[config.mk]
export PLATFORM = sky130hd
export DESIGN_NAME = instr_issue_unit
export DESIGN_NICKNAME = d
export VERILOG_FILES = /design/src/rtl/instr_issue_unit.sv
export SDC_FILE = /design/constraint.sdc
export NUM_CORES = 1
export LEC_CHECK = 0
export BUFFER_PORTS_ARGS = -buffer_cell sky130_fd_sc_hd__buf_2
export CORE_MARGIN = 3
export CORE_UTILIZATION = 55
export CTS_CLUSTER_SIZE = 24
export DETAILED_ROUTE_END_ITERATION = 8
export PLACE_DENSITY = 0.87
export SYNTH_ARGS = -nofsm -noshare
export SYNTH_HDL_FRONTEND = slang
export SYNTH_SLANG_ARGS = --single-unit
[constraint.sdc]
create_clock -name clk -period 8.7 [get_ports clk]
set_input_delay 0.87 -clock clk [delete_from_list [all_inputs] [get_ports clk]]
set_output_delay 0.87 -clock clk [all_outputs]
set_load 0.05 [all_outputs]
[src/rtl/instr_issue_unit.sv]
// Instruction issue unit: encodes loader fields into Stage 1 words, buffers them in a FIFO,
// and issues one word or a bubble per enabled cycle, stalling on RAW hazards.
// Latency: push at edge N into an empty FIFO issues at edge N+1 (no hazard, issue_en = 1).
// Backpressure: in_ready = rst && (count < DEPTH); full FIFO never accepts, even on a pop cycle.
// Ports: clk/rst (sync, active-low); in_* loader handshake and fields; issue_en freezes issue side;
//        InstrOut/InstrValid registered Stage 1 word; count occupancy; bubble_count saturating.
module instr_issue_unit #(
    parameter int DEPTH         = 4,
    parameter int HAZARD_WINDOW = 2
) (
    input  logic                       clk,
    input  logic                       rst,
    input  logic                       in_valid,
    output logic                       in_ready,
    input  logic [5:0]                 in_opcode,
    input  logic [4:0]                 in_dst,
    input  logic [4:0]                 in_src1,
    input  logic [4:0]                 in_src2,
    input  logic                       issue_en,
    output logic [31:0]                InstrOut,
    output logic                       InstrValid,
    output logic [$clog2(DEPTH):0]     count,
    output logic [15:0]                bubble_count
);

    localparam int AW = $clog2(DEPTH);
    localparam int CW = AW + 1;
    localparam logic [CW-1:0] DEPTH_C = CW'(DEPTH);

    logic [31:0]   r_mem [DEPTH];
    logic [AW-1:0] r_wr_ptr;
    logic [AW-1:0] r_rd_ptr;
    logic [CW-1:0] r_count;
    logic [4:0]    r_hist [HAZARD_WINDOW];   // index 0 = most recent issue slot
    logic [31:0]   r_instr;
    logic          r_instr_vld;
    logic [15:0]   r_bubbles;

    logic [31:0]   w_word;
    logic [31:0]   w_head;
    logic          w_empty;
    logic          w_hazard;
    logic          w_push;
    logic          w_pop;
    logic          w_stall;

    assign w_word  = {in_opcode, in_dst, in_src1, in_src2, 11'd0};
    assign w_head  = r_mem[r_rd_ptr];
    assign w_empty = (r_count == '0);

    // Ready depends on count and rst only, so a pop never lets a push into a full FIFO.
    assign in_ready = rst && (r_count < DEPTH_C);
    assign w_push   = in_valid && in_ready;

    // Register 0 is hardwired and never creates a dependency.
    always_comb begin
        w_hazard = 1'b0;
        for (int i = 0; i < HAZARD_WINDOW; i++) begin
            if ((r_hist[i] != 5'd0) &&
                ((w_head[20:16] == r_hist[i]) || (w_head[15:11] == r_hist[i]))) begin
                w_hazard = 1'b1;
            end
        end
    end

    assign w_pop   = issue_en && !w_empty && !w_hazard;
    assign w_stall = issue_en && !w_empty && w_hazard;

    // Storage needs no reset: pointers define which entries are live.
    always_ff @(posedge clk) begin
        if (w_push) begin
            r_mem[r_wr_ptr] <= w_word;
        end
    end

    always_ff @(posedge clk) begin
        if (!rst) begin
            r_wr_ptr    <= '0;
            r_rd_ptr    <= '0;
            r_count     <= '0;
            r_instr     <= 32'd0;
            r_instr_vld <= 1'b0;
            r_bubbles   <= 16'd0;
            for (int i = 0; i < HAZARD_WINDOW; i++) begin
                r_hist[i] <= 5'd0;
            end
        end else begin
            if (w_push) begin
                r_wr_ptr <= r_wr_ptr + AW'(1);
            end
            if (w_pop) begin
                r_rd_ptr <= r_rd_ptr + AW'(1);
            end
            case ({w_push, w_pop})
                2'b10:   r_count <= r_count + CW'(1);
                2'b01:   r_count <= r_count - CW'(1);
                default: r_count <= r_count;
            endcase

            if (issue_en) begin
                // Every enabled slot enters the history; bubbles record as r0.
                for (int i = 1; i < HAZARD_WINDOW; i++) begin
                    r_hist[i] <= r_hist[i-1];
                end
                r_hist[0] <= w_pop ? w_head[25:21] : 5'd0;
                r_instr     <= w_pop ? w_head : 32'd0;
                r_instr_vld <= w_pop;
                if (w_stall && (r_bubbles != 16'hFFFF)) begin
                    r_bubbles <= r_bubbles + 16'd1;
                end
            end
        end
    end

    assign InstrOut     = r_instr;
    assign InstrValid   = r_instr_vld;
    assign count        = r_count;
    assign bubble_count = r_bubbles;

endmodule

==> impl_metrics.csv <==
group,metric,value,unit
clock_network,clkTransAtPathRegs,0.06,ns
detailed_routing,drt_iter0_markers,340,
timing,max-slew-margin-rel,18.35,%
yosys,synthSimpleGateAreaFrac,9.148,%
finish,antenna-diode-count,0,
run_status,status,"completed",
power,finalPower,1.916,mW
worst_hold_path,worstHoldPathCells,2,
die,start_util,57.86,%
clock_network,clk_latency,0.52,ns
critical_path,cp.arrival,4.95,ns
yosys,syn_area_per_cell,14.43,sq um
clock_network,h-tree-depth,4,
clock_network,cts_root_buf,"clkbuf_8",
global_route,grt_overflow,0,
yosys,synth_top_family_by_area,"simple AND/OR/NAND/NOR gates",
detailed_routing,routed_wl,12.17,mm
yosys,yosysTopAreaCell,"edfxtp_1",
yosys,synth_compound_area_share,7.288,%
power,clock_power_share,36.0,%
finish,synthToLayoutAreaGrowth,15.94,%
timing,post-route-period-util,51.84,%
detailed_routing,via_per_inst,5.912,
critical_path,cp_slowest_stage_delay,0.70,ns
power,switching_share,32.14,%
finish,nNetsFinal,500,
global_route,grt_start_max_net_pins,34,
finish,drive_above_1_share,24.12,%
yosys,netlist_area,5786,sq um
timing,rsz0062_at_grt,"no",
yosys,yosys_warnings,0,
finish,final.fill_count,704,
critical_path,r2r_end,"count[2]",
timing,worst_clock_skew,0.008368,ns
clock_network,cts.sinks,141,
critical_path,critical_path.startpoint_type,"register",
yosys,ys_ff_latch,141,
timing,fin_worst_hold_slack,0.4512,ns
worst_hold_path,hold_class,"reg2reg",
clock_network,cts_resized,0,
timing,tightest_slew,1.225,ns
job,maxCapViolations,0,
yosys,synthTopCellsByCount,"94 x edfxtp_1, 47 x dfxtp_1, 21 x a21oi_1, 21 x nand2_1, 19 x nor2_1",
clock_network,cts_setup_buffers,0,
critical_path,cpMostUsedCell,"buf_4",
yosys,synth_flop_cell,"edfxtp_1",
detailed_routing,drc,0,
placement,place_area,6145,sq um
finish,finalInstanceArea,6708,sq um
critical_path,end_kind,"register",
yosys,synth_edf_count,94,
timing,max_freq,221.7,MHz
global_route,grt_pass1_wl,19.33,mm
timing,slew_violations,0,
detailed_routing,wl_per_cell,19.81,um
yosys,ys_types,37,
critical_path,cp.required,9.14,ns
yosys,synth_area_leaders,"edfxtp_1 49%, dfxtp_1 16%, mux4_2 3.5%",
die,dieWidth,108.6,um
critical_path,critPathBufInv,3,
clock_network,cts_tree,"built",
yosys,synth_top_area_share,48.79,%
yosys,synth_xor_area_share,3.482,%
critical_path,r2r_cells,14,
power,power.internal,1.300,mW
power,p_sw,615.8,uW
die,pin_count,78,
timing,fin_setup_tns,0,ns
power,power_frac_seq,42.1,%
worst_hold_path,hold_start,"InstrValid",
global_route,grt_pass1_vias,3591,
clock_network,hold_buffers,0,
die,die-height,108.6,um
clock_network,numCtsBuffers,17,
timing,setup_viol,0,
yosys,syn-instance-count,401,
detailed_routing,drt_first_pass_iters,6,
die,dieArea,11790,sq um
die,core_area,10000,sq um
power,power.density,285.6,nW/um^2
yosys,synth_fa_ha_area_share,1.644,%
placement,gp_congestion,0.8149,
yosys,async_reset_ff_share,0,%
timing,hold_viol_final,0,
power,irDropWorstVdd,0.0002469,V
critical_path,crit_type,"reg2reg",
placement,io_buffers,66,
global_route,antenna_found_initial,0,
yosys,synth_most_common_cell,"edfxtp_1",
placement,dpl.hpwl,7.640,mm
yosys,synth_seq_area_share,65.05,%
critical_path,slowest_stage,"and2_1",
power,power.share.combinational,21.9,%
power,p_leak,2.449,nW
detailed_routing,vias,3630,
critical_path,cpLargestDelayFamily,"simple AND/OR/NAND/NOR gates",
critical_path,crit_chain,"buf_4 -> mux4_1 -> xnor2_1 -> nand4_1 -> nor3_1 -> nor4_4 -> buf_4 -> and2_1 -> ha_1 -> inv_1 -> fa_1 -> xor2_1 -> or3_1 -> a21oi_1",
die,rows,36,
yosys,synthMuxAreaShare,9.040,%
timing,period_needed,4.510,ns
critical_path,cp_max_fo,33,
critical_path,reg2reg_setup_slack,4.19,ns
worst_hold_path,holdPathEnd,"InstrValid",
clock_network,clk_path_buf_depth,2,
detailed_routing,postRouteAntennaNets,0,
global_route,grt_use_total,22.27,%
worst register-to-register path, cell delays in order (launching register included):
cell     delay [ns]
dfxtp_1        0.31
buf_4          0.36
mux4_1         0.70
xnor2_1        0.17
nand4_1        0.10
nor3_1         0.08
nor4_4         0.27
buf_4          0.32
and2_1         0.71
ha_1           0.33
inv_1          0.06
fa_1           0.38
xor2_1         0.16
or3_1          0.31
a21oi_1        0.17
kinds of logic after synthesis:
| logic type | count (synthesis) |
|---|---|
| AOI/OAI and AO/OA | 61 |
| other | 1 |
| DFF | 141 |
| xor gates and xnor gates | 23 |
| adders and majority gates | 7 |
| buffers and inverters | 41 |
| muxes | 29 |
| and+or+nand+nor | 98 |
power groups by stage:
stage | Clock [mW] | Sequential (mW) | Combinational [mW]
2_1_floorplan | 0 | 0.895 | 0.262
3_3_place_gp | 0 | 0.817 | 0.401
3_5_place_dp | 0 | 0.820 | 0.416
4_1_cts | 0.697 | 0.807 | 0.421
5_1_grt | 0.727 | 0.812 | 0.453
6_report | 0.689 | 0.807 | 0.420
per-stage QoR:
stage | worst slack (ns) | utilization (%) | std cells
global placement | 4.475 | 61.45 | 582
global route | 3.907 | 67.08 | 614
finish | 4.190 | 67.08 | 614
floorplan | 5.118 | - | 411
detailed placement | 4.262 | 61.45 | 582
CTS | 4.214 | 67.08 | 614
layout make-up:
type	count	area [sq um]	area share [%]
multi-input cells	229	1821	27.14
inverters	9	33.78	0.5036
well taps	133	166.4	2.481
repair buffers	70	360.3	5.372
clock buffers	18	417.9	6.230
flip-flops and latches	141	3764	56.11
clock inverters	14	145.1	2.164
how the worst max path moves through the flow:
stage	start	to	slack, ns	depth (start not counted)
floorplan	register	count[2]	5.12	15
global placement	register	count[2]	4.48	14
detailed placement	register	count[2]	4.26	14
CTS	register	count[2]	4.21	14
global route	register	count[2]	3.91	14
finish	register	count[2]	4.19	14
flip-flops by register name, indices dropped and copies added (netlist names), named ones only:
name	flops
r_mem	84
InstrOut	21
bubble_count	16
r_hist	10
count	3
r_rd_ptr	2
r_wr_ptr	2
InstrValid	1
cells in the final DEF (no fill, tap or decap), drive strengths merged:
cell type	instances
a21oi	21
edfxtp	94
clkinvlp	3
dfxtp	47
buf	70
conb	11
mux4	16
ha	6
or3	3
o31a	1
mux2i	8
inv	18
o21ai	10
nor3	4
nand2	21
bufinv	1
nand4b	1
o31ai	13
nand2b	2
nor2	19
clkinv	1
fa	1
a32o	16
xor2	6
nand4	7
and3	14
clkbuf	18
nand3	6
and4	1
xnor2	17
and2	5
or4	14
mux2	5
nor4	1
per-layer routing:
metal | GRT usage, % | wire length (um) | share of wire [%] | vias to the layer above
li1 | - | - | - | 1660
met1 | 27.36 | 4780 | 39 | 1766
met2 | 36.98 | 6244 | 51 | 169
met3 | 6.030 | 827 | 6.8 | 35
met4 | 9.919 | 313 | 2.6 | 0
met5 | 0 | 0 | 0 | -
No activity file was read; power rests on OpenSTA's default activity.
